## config.mk

```make
export PLATFORM = sky130hd
export DESIGN_NAME = vip_gray_binarize
export DESIGN_NICKNAME = d
export VERILOG_FILES = /design/src/rtl/vip_gray_binarize.sv
export SDC_FILE = /design/constraint.sdc
export NUM_CORES = 1
export LEC_CHECK = 0
export CAP_MARGIN = 10
export CORE_MARGIN = 2
export CORE_UTILIZATION = 60
export DETAILED_ROUTE_END_ITERATION = 8
export DONT_BUFFER_PORTS = 1
export PLACE_DENSITY = 0.87
export SYNTH_ARGS = -nofsm -noshare
export SYNTH_HDL_FRONTEND = slang
export SYNTH_SLANG_ARGS = --single-unit
```

## constraint.sdc

```tcl
create_clock -name clk -period 7.2 [get_ports clk]
set_input_delay 1.08 -clock clk [delete_from_list [all_inputs] [get_ports clk]]
set_output_delay 1.08 -clock clk [all_outputs]
set_load 0.02 [all_outputs]
```

## src/rtl/vip_gray_binarize.sv

```systemverilog
// Grey-to-binary pixel stage: 2-cycle compare pipeline plus per-frame mean-luma
// threshold computed by a serial restoring divider during vertical blanking.
module vip_gray_binarize #(
    parameter int         CNT_W       = 22,
    parameter int         SUM_W       = 30,
    parameter logic [7:0] INIT_THRESH = 8'd128,
    parameter logic       VS_POL      = 1'b1
) (
    input  logic        clk,
    input  logic        rst,
    input  logic        thresh_mode,
    input  logic [7:0]  manual_thresh,
    input  logic        pre_frame_vsync,
    input  logic        pre_frame_hsync,
    input  logic        pre_frame_de,
    input  logic [15:0] pre_rgb,
    output logic        post_frame_vsync,
    output logic        post_frame_hsync,
    output logic        post_frame_de,
    output logic [15:0] post_rgb,
    output logic [7:0]  thresh_o,
    output logic        mean_valid
);

    localparam int BC_W = $clog2(SUM_W + 1);

    typedef enum logic [1:0] {
        S_IDLE = 2'd0,
        S_DIV  = 2'd1,
        S_DONE = 2'd2
    } state_t;

    state_t           r_state;
    logic [7:0]       r_y_s1;
    logic [7:0]       r_thr_s1;
    logic             r_vs_s1;
    logic             r_hs_s1;
    logic             r_de_s1;
    logic             r_post_vs;
    logic             r_post_hs;
    logic             r_post_de;
    logic [15:0]      r_post_rgb;
    logic             r_vs_prev;
    logic [SUM_W-1:0] r_sum;
    logic [CNT_W-1:0] r_cnt;
    logic [SUM_W-1:0] r_quo;
    logic [CNT_W-1:0] r_rem;
    logic [CNT_W-1:0] r_divisor;
    logic [BC_W-1:0]  r_bit_cnt;
    logic [7:0]       r_thresh;
    logic             r_mean_valid;

    logic [7:0]       w_y;
    logic             w_frame_end;
    logic             w_start;
    logic [SUM_W:0]   w_sum_ext;
    logic [SUM_W-1:0] w_sum_next;
    logic [CNT_W-1:0] w_cnt_next;
    logic [CNT_W:0]   w_rem_sh;
    logic [CNT_W:0]   w_diff;
    logic             w_ge;
    logic [7:0]       w_q_sat;

    assign w_y         = {pre_rgb[10:5], pre_rgb[10:9]};
    assign w_frame_end = (pre_frame_vsync == VS_POL) && (r_vs_prev != VS_POL);
    assign w_start     = w_frame_end && (r_cnt != {CNT_W{1'b0}});

    // Saturating accumulators: stick at all-ones rather than wrapping on huge frames
    assign w_sum_ext  = {1'b0, r_sum} + {{(SUM_W - 7){1'b0}}, w_y};
    assign w_sum_next = w_sum_ext[SUM_W] ? {SUM_W{1'b1}} : w_sum_ext[SUM_W-1:0];
    assign w_cnt_next = (&r_cnt) ? r_cnt : r_cnt + {{(CNT_W - 1){1'b0}}, 1'b1};

    // One restoring-division step: shift in next dividend bit, subtract if it fits
    assign w_rem_sh = {r_rem, r_quo[SUM_W-1]};
    assign w_diff   = w_rem_sh - {1'b0, r_divisor};
    assign w_ge     = (w_rem_sh >= {1'b0, r_divisor});
    assign w_q_sat  = (|r_quo[SUM_W-1:8]) ? 8'hFF : r_quo[7:0];

    // Stage 1 / stage 2 pixel pipeline
    always_ff @(posedge clk) begin
        if (rst) begin
            r_y_s1     <= 8'd0;
            r_thr_s1   <= 8'd0;
            r_vs_s1    <= 1'b0;
            r_hs_s1    <= 1'b0;
            r_de_s1    <= 1'b0;
            r_post_vs  <= 1'b0;
            r_post_hs  <= 1'b0;
            r_post_de  <= 1'b0;
            r_post_rgb <= 16'h0000;
        end else begin
            r_y_s1     <= w_y;
            r_thr_s1   <= thresh_mode ? manual_thresh : r_thresh;
            r_vs_s1    <= pre_frame_vsync;
            r_hs_s1    <= pre_frame_hsync;
            r_de_s1    <= pre_frame_de;
            r_post_vs  <= r_vs_s1;
            r_post_hs  <= r_hs_s1;
            r_post_de  <= r_de_s1;
            r_post_rgb <= (r_de_s1 && (r_y_s1 > r_thr_s1)) ? 16'hFFFF : 16'h0000;
        end
    end

    // Frame statistics; a pixel on the frame-end cycle already belongs to the new frame
    always_ff @(posedge clk) begin
        if (rst) begin
            r_vs_prev <= ~VS_POL;
            r_sum     <= {SUM_W{1'b0}};
            r_cnt     <= {CNT_W{1'b0}};
        end else begin
            r_vs_prev <= pre_frame_vsync;
            if (w_frame_end) begin
                r_sum <= pre_frame_de ? {{(SUM_W - 8){1'b0}}, w_y} : {SUM_W{1'b0}};
                r_cnt <= pre_frame_de ? {{(CNT_W - 1){1'b0}}, 1'b1} : {CNT_W{1'b0}};
            end else if (pre_frame_de) begin
                r_sum <= w_sum_next;
                r_cnt <= w_cnt_next;
            end
        end
    end

    // Mean FSM: any non-empty frame end (re)starts the divide, an empty one abandons it
    always_ff @(posedge clk) begin
        if (rst) begin
            r_state      <= S_IDLE;
            r_quo        <= {SUM_W{1'b0}};
            r_rem        <= {CNT_W{1'b0}};
            r_divisor    <= {CNT_W{1'b0}};
            r_bit_cnt    <= {BC_W{1'b0}};
            r_thresh     <= INIT_THRESH;
            r_mean_valid <= 1'b0;
        end else begin
            r_mean_valid <= 1'b0;
            if (r_state == S_DONE) begin
                r_thresh     <= w_q_sat;
                r_mean_valid <= 1'b1;
            end
            if (w_start) begin
                r_quo     <= r_sum;
                r_divisor <= r_cnt;
                r_rem     <= {CNT_W{1'b0}};
                r_bit_cnt <= BC_W'(SUM_W - 1);
                r_state   <= S_DIV;
            end else if (w_frame_end) begin
                r_state <= S_IDLE;
            end else begin
                case (r_state)
                    S_IDLE: r_state <= S_IDLE;
                    S_DIV: begin
                        r_quo <= {r_quo[SUM_W-2:0], w_ge};
                        r_rem <= w_ge ? w_diff[CNT_W-1:0] : w_rem_sh[CNT_W-1:0];
                        if (r_bit_cnt == {BC_W{1'b0}}) begin
                            r_state <= S_DONE;
                        end else begin
                            r_bit_cnt <= r_bit_cnt - {{(BC_W - 1){1'b0}}, 1'b1};
                        end
                    end
                    S_DONE:  r_state <= S_IDLE;
                    default: r_state <= S_IDLE;
                endcase
            end
        end
    end

    assign post_frame_vsync = r_post_vs;
    assign post_frame_hsync = r_post_hs;
    assign post_frame_de    = r_post_de;
    assign post_rgb         = r_post_rgb;
    assign thresh_o         = r_thresh;
    assign mean_valid       = r_mean_valid;

endmodule
```

==> qor.txt <==
Yosys reg bits - 163
H-tree lvl count - 4
CTS sink cnt - 163
Worst Skew - 0.0115 ns
WHS - 0.439 ns
die area - 15200 µm²
worst reg2reg path depth - 10
Sum Neg Setup Slack - 0 ns
Reg2Reg Capture Point - r_sum[2]
CTS resizes - 0
CTS tree - done
initial antenna violation count - 0
Final HPWL DP - 12900 µm
setup violators final - 0
RSZ-0062 raised after global routing - false
IO Port Bufs - 0
Leak - 3.36 nW
largest net degree at the start of global routing - 101
worst rel slew slack - 21.5%
layout cell share with drive strength beyond 1 - 6.67%
worst hold stages - 1
CP required - 7.51 ns
Vias/cell - 6.18
final net count - 1050
fin. max-slew vios - 0
commonest non-fill, non-tap cell in the layout - dfxtp_1
cell total after placement - 1138
diode count - 0
# Post-CTS Setup Buffers - 0
cells after synthesis - 1020
Top FF cell, synth - dfxtp_1
Max-Cap Viols - 0
Root Driver - clkbuf_16
Cell variety after synth - 77
most frequent cells in the layout - dfxtp_1, nand2_1, a21oi_1
Hold Violations, Final - 0
cell taking the most area after synthesis - dfxtp_1
Die Y - 123 µm
EDFF count, synth - 0
number of synthesis warnings - 0
Pre-antenna DRT Iters - 6
global-route wire length before repair - 31900 µm
Total Wirelength - 19500 µm
CP max FO - 16
asr flop ratio synth - 0%
syn avg cell area - 8.38 µm²
antenna-violating nets left - 0
Startpoint Class - input pin
starting density of the core - 61.6%
achievable frequency - 293 MHz
Worst Path Arrival - 3.72 ns
Mapped Area - 8550 µm²
CP Capture Type - flip-flop
Inserted Clock Buffers - 17
Non-Filler Instances - 1170
Synth Net Count - 1093
Core Region - 13900 µm²
worst vdd ir - 0.182 mV
sequential-to-total area share from yosys stat - 38.2%
Synth area leaders - dfxtp_1, a21oi_1, ha_1, nand2_1, nor2_1
Initial DRC Count - 739
Min Clock Period, post-route - 3.41 ns
crit path kind - input pin to flip-flop
Power Density - 239 nW/µm²
period utilisation layout - 47.4%
status - completed
die width - 123 µm
number of global-route vias before repair - 6659
GRT Total Usage - 26.3%
Skew-Pair Late Insertion Delay - 0.44 ns
FF-to-FF setup slack - 4.10 ns
share of the synthesized area in the top cell type - 38.2%
beginning of the worst hold path - r_hs_s1
GP Congestion - 0.866
HP Class - flip-flop to flip-flop
Hold Path Sink - post_frame_hsync
clock tree buffer depth - 2
DRC - 0
Row Count - 43
routed len/inst - 16.6 µm
r2r startpoint - r_sum[0]
Reg clk slew, reported paths - 0.06 ns
vias - 7226
IO Pins - 58
hold-fix buffers at CTS - 0
Least-Margin Pin Slew - 1.18 ns
P&R area growth vs syn - 6.40%
grt ovf - 0
kinds of logic after synthesis:
| group | Yosys count | synth area share, % |
|---|---|---|
| AOI/OAI and AO/OA | 278 | 20.8 |
| buffers and inverters | 113 | 6.10 |
| DFF | 163 | 38.2 |
| and+or+nand+nor | 351 | 20.7 |
| muxes | 26 | 3.06 |
| adders and majority gates | 43 | 6.47 |
| xor gates and xnor gates | 46 | 4.71 |
where the power goes:
part / internal [mW] / leakage, nW / switching (mW)
sequential: 0.921 / 1.32 / 0.0223
clock: 0.561 / 0.298 / 0.386
combinational: 0.118 / 1.74 / 0.161
total: 1.60 / 3.36 / 0.569
worst max path at each step:
stage               start  cells after the start        end
2_1_floorplan  pre_rgb[9]                     10  r_sum[24]
3_3_place_gp   pre_rgb[9]                     10   r_sum[2]
3_5_place_dp   pre_rgb[9]                     10   r_sum[2]
4_1_cts        pre_rgb[9]                     10   r_sum[2]
5_1_grt        pre_rgb[9]                     10   r_sum[3]
6_report       pre_rgb[9]                     10   r_sum[2]
cell type report:
cell class              count  area [µm²]
clock buffers              19         443
inverters                  46         173
clock inverters            13         173
flip-flops and latches    163        3270
well taps                 180         225
fillers                  1065        4780
multi-input cells         744        4780
repair buffers              5        37.5
Yosys cell counts, drive strengths merged, types with 3 or more instances:
master,n
nor2,76
clkbuf,35
nor2b,19
nor3,25
o22ai,3
nand2b,10
and3,22
nand2,119
o21ai,52
a32oi,4
a41oi,4
nand4,15
o21a,6
a221oi,3
a31oi,10
xnor2,19
dfxtp,163
ha,41
nand3,19
a21o,20
inv,46
and2,11
o21bai,7
mux2i,25
a311oi,6
and4,6
a211oi,8
a21oi,110
nor4,13
or2,3
nand4b,3
a22oi,26
xor2,27
buf,32
o221ai,3
stage by stage:
| stage | utilization [%] | power [mW] | setup slack, ns | cell area, µm² |
|---|---|---|---|---|
| after floorplan | - | 1.20 | 4.03 | 8550 |
| after global placement | 61.1 | 1.23 | 3.51 | 8480 |
| after detailed placement | 61.1 | 1.24 | 3.44 | 8480 |
| after CTS | 65.5 | 2.17 | 3.87 | 9100 |
| after global routing | 65.5 | 2.24 | 3.70 | 9100 |
| final | 65.5 | 2.17 | 3.79 | 9100 |
metal layers:
metal  wire length (µm)  part of all wire [%]  global-route usage, %  vias to the layer above
li1                   -                     -                      -                     3524
met1               8940                    46                   35.2                     3411
met2               8950                    46                   42.3                      264
met3               1290                   6.6                   5.03                       27
met4                289                   1.5                   9.30                        0
met5                  0                     0                      0                        -
registers in the layout (all words and copies together) (netlist names):
signal	count
r_de_s1	1
post_frame_vsync	1
r_bit_cnt	5
r_cnt	22
r_state	2
post_frame_de	1
mean_valid	1
r_hs_s1	1
r_vs_prev	1
r_divisor	22
r_sum	30
thresh_o	8
post_rgb	1
post_frame_hsync	1
r_thr_s1	8
r_quo	30
r_y_s1	6
r_rem	22
critical path, cell delays in order:
cell,delay [ns]
ha_1,0.21
fa_1,0.40
a21o_1,0.19
a21oi_1,0.29
o21ai_0,0.18
nand3_1,0.17
or2_1,0.65
nand2_1,0.22
o221ai_1,0.24
a21oi_1,0.10
Note: power is estimated with default switching activity, not from simulation.
==> RTL edit 1: new RTL, config.mk and constraints unchanged <==
Take the reset off `r_post_rgb` and load it in a clocked block of its own.
--- a/src/rtl/vip_gray_binarize.sv
+++ b/src/rtl/vip_gray_binarize.sv
@@ -87,7 +87,6 @@
             r_post_vs  <= 1'b0;
             r_post_hs  <= 1'b0;
             r_post_de  <= 1'b0;
-            r_post_rgb <= 16'h0000;
         end else begin
             r_y_s1     <= w_y;
             r_thr_s1   <= thresh_mode ? manual_thresh : r_thresh;
@@ -97,8 +96,11 @@
             r_post_vs  <= r_vs_s1;
             r_post_hs  <= r_hs_s1;
             r_post_de  <= r_de_s1;
-            r_post_rgb <= (r_de_s1 && (r_y_s1 > r_thr_s1)) ? 16'hFFFF : 16'h0000;
         end
+    end
+
+    always_ff @(posedge clk) begin
+        r_post_rgb <= (r_de_s1 && (r_y_s1 > r_thr_s1)) ? 16'hFFFF : 16'h0000;
     end
 
     // Frame statistics; a pixel on the frame-end cycle already belongs to the new frame
Function: differs if rst is asserted again (counterexample within 4 cycles, from zero or initial values and one cycle with rst high); with rst held inactive, the same outputs for 10 cycles.
==> RTL edit 1 against the unedited design <==
- clock skew is essentially flat
- clock power shrank 9.8%
- wire length grew 1.5%
- total power shrank 2.1%
- worst hold slack gained 0.0037 ns
- via count grew 1.7%
- sequential cell count is the same
- synthesized area shrank 1.2%
- critical path type is now flop to flop
- largest cell class unchanged
- register-to-register slack lost 0.50 ns
- final area shrank 1.5%
- final cell count grew 1.4%
- critical path depth grew 2
- worst setup slack lost 0.19 ns
==> RTL edit 1: results (changes against the unedited design) <==
** Status
- The run finished with clean final reports.

** STA
- The clock skew after layout was 0.0115 ns (-0.00000970 ns).
- Relative slew margins :: 0.228 (+0.0130)
- Final setup fails :: 0 (unchanged)
- Number of endpoints with negative hold slack in the final report :: 0 (unchanged)

** Routing
- Starting DRT DRC Count :: 733 (-0.81%)
- The detail-routed via count per cell was 6.20 (+0.33%).
- The final routed wire length divided by cell count came to 16.7 µm (+0.17%).

** Setup path
- R2R cell count :: 12 (+2)
- The worst register-to-register path ends at r_rem[20].
- The arrival time of data at the critical path endpoint was 3.96 ns (+0.24 ns).
- Cell type of the slowest stage on the worst timing path :: sky130_fd_sc_hd__a2111oi_0
- Maximum fanout along the worst path :: 5 (-11)
- CP top delay family :: compound AO/OA/AOI/OAI gates
- Largest stage delay, worst path :: 0.74 ns (+0.09 ns)
- Reg-to-reg startpoint :: r_quo[29]
- Flop-to-flop setup slack :: 3.60 ns (-0.50 ns)

** Logic synthesis
- Net count after synthesis :: 1112 (+1.7%)
- The async set or reset register ratio after synthesis was 0 (unchanged).
- Distinct cells, synth :: 64 (-17%)
- Cells taking the most area after synthesis :: sky130_fd_sc_hd__dfxtp_1, sky130_fd_sc_hd__a21oi_1, sky130_fd_sc_hd__ha_1, sky130_fd_sc_hd__nand2_1, sky130_fd_sc_hd__nor2_1
- Most used flip-flop cell after synthesis :: sky130_fd_sc_hd__dfxtp_1
- Synthesis Warnings :: 0 (unchanged)
- Share of the yosys chip area belonging to registers :: 0.386 (+0.00458)
- The commonest cells after synthesis are sky130_fd_sc_hd__dfxtp_1, sky130_fd_sc_hd__a21oi_1, sky130_fd_sc_hd__nand2_1, sky130_fd_sc_hd__nor2_1, sky130_fd_sc_hd__inv_1.

** Min path
- In this run the worst hold path is classified as flop to flop.
- For hold timing, the worst endpoint is post_frame_hsync.

** Placed design
- Global placement routability congestion :: 0.913 (+5.3%)
- The worst setup slack after placement was 3.45 ns (+0.00913 ns).
- Detailed placer's ending HPWL :: 13000 µm (+0.97%)

** CTS
- Root buffer cell :: sky130_fd_sc_hd__clkbuf_16
- The number of H-tree levels was 4 (unchanged).
- Largest buffer count on any clock path :: 2 (unchanged)

** Layout
- Number of antenna repair diodes :: 0 (unchanged)
- The ratio of cells with drive above 1 in the final layout is 0.0606 (-0.00603).
- Biggest regs :: r_quo: 30 flops, r_sum: 30 flops

** GRT
- Wire length of the first global-routing pass :: 32900 µm (+3.1%)
- Combined global-route utilization of all metal layers :: 0.272 (+0.00952)
- Pin count of the biggest net entering global routing :: 100 (-0.99%)
- The number of global-route vias before repair came to 6808 (+2.2%).

** Power and ir drop
- The peak ir drop on the vdd network came to 196 µV (+7.4%).
- LEAKAGE :: 0.00339 µW (+0.86%)
[RTL edit 1: metal layers]
layer,GRT usage,vias up,wire (µm)
met4,0.0920,0,433
met1,0.362,3467,8810
li1,-,3592,-
met5,0,-,0
met3,0.0609,39,1260
met2,0.438,251,9260
[RTL edit 1: stage by stage]
step                      hold slack [ns]  instance area [µm²]   util  std cells
after global routing                0.464                 8960  0.648       1186
after global placement              0.420                 8400  0.608       1154
after CTS                           0.449                 8960  0.648       1186
after detailed placement            0.428                 8400  0.608       1154
after floorplan                     0.414                 8450      -       1039
final                               0.443                 8960  0.648       1186
[RTL edit 1: report_power, final]
part | internal [µW] | switching, µW | total, µW | leakage (µW)
logic | 129 | 190 | 319 | 0.00179
clock network | 464 | 389 | 854 | 0.000276
registers | 923 | 28.6 | 951 | 0.00132
[RTL edit 1: cells by family after synthesis]
logic type | count (synthesis) | synth area share
AND/OR/NAND/NOR | 364 | 0.210
AO/OA/AOI/OAI | 288 | 0.213
flip-flops | 163 | 0.386
buffers and inverters | 124 | 0.0637
adder cells (fa/ha/maj) | 43 | 0.0655
XOR/XNOR | 41 | 0.0425
multiplexers | 16 | 0.0190
[RTL edit 1: final cells by class]
cell class	instances	area, µm²
Sequential cell	163	3270
Timing Repair Buffer	7	52.6
Clock buffer	19	453
Multi-Input combinational cell	752	4660
Clock inverter	13	101
Fill cell	1093	4870
Inverter	52	195
Tap cell	180	225
[RTL edit 1: worst max path at each step]
stage	from	endpoint	slack, ns
2_1_floorplan	pre_rgb[9]	r_sum[18]	3.88
3_3_place_gp	pre_rgb[9]	r_sum[22]	3.52
3_5_place_dp	pre_rgb[9]	r_sum[24]	3.45
4_1_cts	r_quo[29]	r_rem[20]	3.73
5_1_grt	r_quo[29]	r_rem[20]	3.34
6_report	r_quo[29]	r_rem[20]	3.60
==> RTL edit 2: new RTL, same flow settings <==
Without the edit above. Set the parameter `CNT_W` to 30 (it was 22).
--- a/src/rtl/vip_gray_binarize.sv
+++ b/src/rtl/vip_gray_binarize.sv
@@ -1,7 +1,7 @@
 // Grey-to-binary pixel stage: 2-cycle compare pipeline plus per-frame mean-luma
 // threshold computed by a serial restoring divider during vertical blanking.
 module vip_gray_binarize #(
-    parameter int         CNT_W       = 22,
+    parameter int         CNT_W       = 30,
     parameter int         SUM_W       = 30,
     parameter logic [7:0] INIT_THRESH = 8'd128,
     parameter logic       VS_POL      = 1'b1
Formal check against the unedited RTL: same outputs for any inputs over 10 cycles, from zero or initial values and one cycle with rst high; that may be too few to reach the edited logic, so the function may still have changed.
==> RTL edit 2 against the unedited design <==
- total power up 13%
- clock power is 0.5% higher
- via count is 23% higher
- combinational power rose by 48%
- count of clock-buffer cells in the layout rose by 4
- final area is 16% higher
- final cell count grew 23%
- critical path depth up 2
- critical endpoint is now r_rem[2]
- wire length grew 22%
- sequential cell count is 24 higher
- clock skew increased by 0.00082 ns
- worst setup slack worse by 0.23 ns
- synthesized area rose by 17%
- non-clock buffer count grew 4
==> RTL edit 2: results (changes against the unedited design) <==
** Status
- The flow ran to the end, and the final reports show no timing, DRC or antenna violations.

** Layout
- The number of antenna cells inserted came to 0 (unchanged).
- The ratio of cells with drive above 1 in the final layout was 0.0502 (-0.0164).
- The number of filler cells placed in the layout came to 1297 (+22%).

** STA
- The clock skew after layout was 0.0123 ns (+0.000825 ns).
- Relative slew margins :: 0.300 (+0.0850)

** Logic synthesis
- Share of the yosys chip area belonging to registers :: 0.373 (-0.00870)
- Synthesis Warnings :: 0 (unchanged)
- Among all flip-flop cells after synthesis, the most frequent one is sky130_fd_sc_hd__dfxtp_1.
- The net count after synthesis came to 1339 (+23%).
- Most common library cells after synthesis :: sky130_fd_sc_hd__dfxtp_1, sky130_fd_sc_hd__nand2_1, sky130_fd_sc_hd__a21oi_1, sky130_fd_sc_hd__nor2_1, sky130_fd_sc_hd__inv_1
- Yosys attributes the largest share of cell area to sky130_fd_sc_hd__dfxtp_1, sky130_fd_sc_hd__a21oi_1, sky130_fd_sc_hd__ha_1, sky130_fd_sc_hd__nand2_1, sky130_fd_sc_hd__nor2_1.
- The async set or reset register ratio after synthesis was 0 (unchanged).
- Distinct cells, synth :: 68 (-12%)

** GRT
- Pin count of the biggest net entering global routing :: 108 (+6.9%)
- The number of global-route vias before repair is 8220 (+23%).
- The initial antenna violation count was 0 (unchanged).
- Combined global-route utilization of all metal layers :: 0.270 (+0.00743)
- The first-pass GRT wire length was 39700 µm (+24%).

** Power and ir drop
- The peak ir drop on the vdd network came to 170 µV (-6.5%).
- LEAKAGE :: 0.00405 µW (+21%)

** CTS
- Clock-pin slew was measured on the worst setup and hold paths at 0.07 ns.
- CTS buffer count :: 17 (unchanged)
- Post-CTS Repair Setup Buffers :: 0 (unchanged)
- The tree is rooted in a sky130_fd_sc_hd__clkbuf_16.
- The maximum buffer depth of the clock tree was 2 (unchanged).
- The number of resized instances in the post-cts repair step was 0 (unchanged).
- Insertion delay to the later sink of the worst-skew pair :: 0.44 ns (about the same)
- The number of H-tree levels came to 4 (unchanged).

** Setup path
- The arrival time of data at the critical path endpoint was 3.92 ns (+0.20 ns).
- Maximum fanout along the worst path :: 25 (+9)
- Setup crit start :: r_divisor[3]

** Min path
- The worst hold path begins at r_hs_s1.
- Hold crit path type :: flop to flop

** Placed design
- The number of buffers added on ports came to 0 (unchanged).
- Global placement routability congestion :: 0.907 (+4.7%)
- Detailed placer's ending HPWL :: 16000 µm (+24%)

** Routing
- The number of optimization iterations in the first detailed-route pass came to 6 (unchanged).
- The initial detailed-routing violation count was 893 (+21%).
- Total number of vias :: 8872 (+23%)
- Routed wire length per instance :: 16.6 µm (-0.27%)
==> RTL edit 2: cell types whose count changed after synthesis, sizes merged, moves of 6 or more <==
cell	change
nor2	+55
a21oi	+28
nand2	+27
dfxtp	+24
clkbuf	+23
a211oi	+18
nor3	+18
inv	+13
nand3	+11
xnor2	+11
ha	+9
mux2i	-8
a31oi	+7
buf	-6
==> RTL edit 2: per-stage QoR <==
step                      area [µm²]  power [µW]  instances  setup slack, ns   util
after global routing           10600        2530       1434             3.43  0.643
after global placement          9990        1490       1402             3.31  0.607
final                          10600        2440       1434             3.56  0.643
after detailed placement        9990        1500       1402             3.26  0.607
after CTS                      10600        2430       1434             3.70  0.643
after floorplan                10000        1440       1257             3.66      -
==> RTL edit 2: final timing paths <==
kind / end / slack, ns / depth (start not counted)
worst max-delay path: r_rem[2] / 3.56 / 12
worst max register to register: r_rem[2] / 3.56 / 12
worst min-delay path: post_frame_hsync / 0.46 / 1
worst min register to register: post_frame_hsync / 0.46 / 1
==> RTL edit 2: logic make-up after synthesis <==
group | share of synthesized area
buffers and inverters | 0.0631
flip-flops | 0.373
multiplexers | 0.0181
XOR/XNOR | 0.0497
AO/OA/AOI/OAI | 0.212
adder cells (fa/ha/maj) | 0.0663
AND/OR/NAND/NOR | 0.218
==> RTL edit 2: routing by layer <==
metal  track usage  share of wire  vias up
li1              -              -     4310
met5             0              0        -
met2         0.432           0.46      311
met3        0.0464          0.060       60
met1         0.368           0.46     4191
met4         0.102          0.026        0
==> RTL edit 2: area by class of cell <==
class	count	area (µm²)	share of cell area
multi-input combinational	927	5680	0.536
sequential	187	3750	0.354
clock buffer	23	499	0.0472
tap	220	275	0.0260
inverter	59	221	0.0209
clock inverter	9	100	0.00945
timing repair buffer	9	67.6	0.00638
==> RTL edit 2: power breakdown <==
group	switching, µW	internal (µW)	total [µW]
logic	252	160	412
clock network	420	532	952
registers	23.2	1050	1080
==> RTL edit 2: critical path, cell delays in order, from the launching register on <==
cell                       delay [ns]
sky130_fd_sc_hd__dfxtp_1         0.34
sky130_fd_sc_hd__inv_1           0.06
sky130_fd_sc_hd__ha_1            0.36
sky130_fd_sc_hd__a21o_1          0.23
sky130_fd_sc_hd__a21oi_1         0.29
sky130_fd_sc_hd__nand3b_1        0.16
sky130_fd_sc_hd__a21oi_1         0.37
sky130_fd_sc_hd__a21oi_2         0.17
sky130_fd_sc_hd__a31oi_4         0.55
sky130_fd_sc_hd__buf_4           0.38
sky130_fd_sc_hd__inv_2           0.20
sky130_fd_sc_hd__o211ai_1        0.25
sky130_fd_sc_hd__a21oi_1         0.10
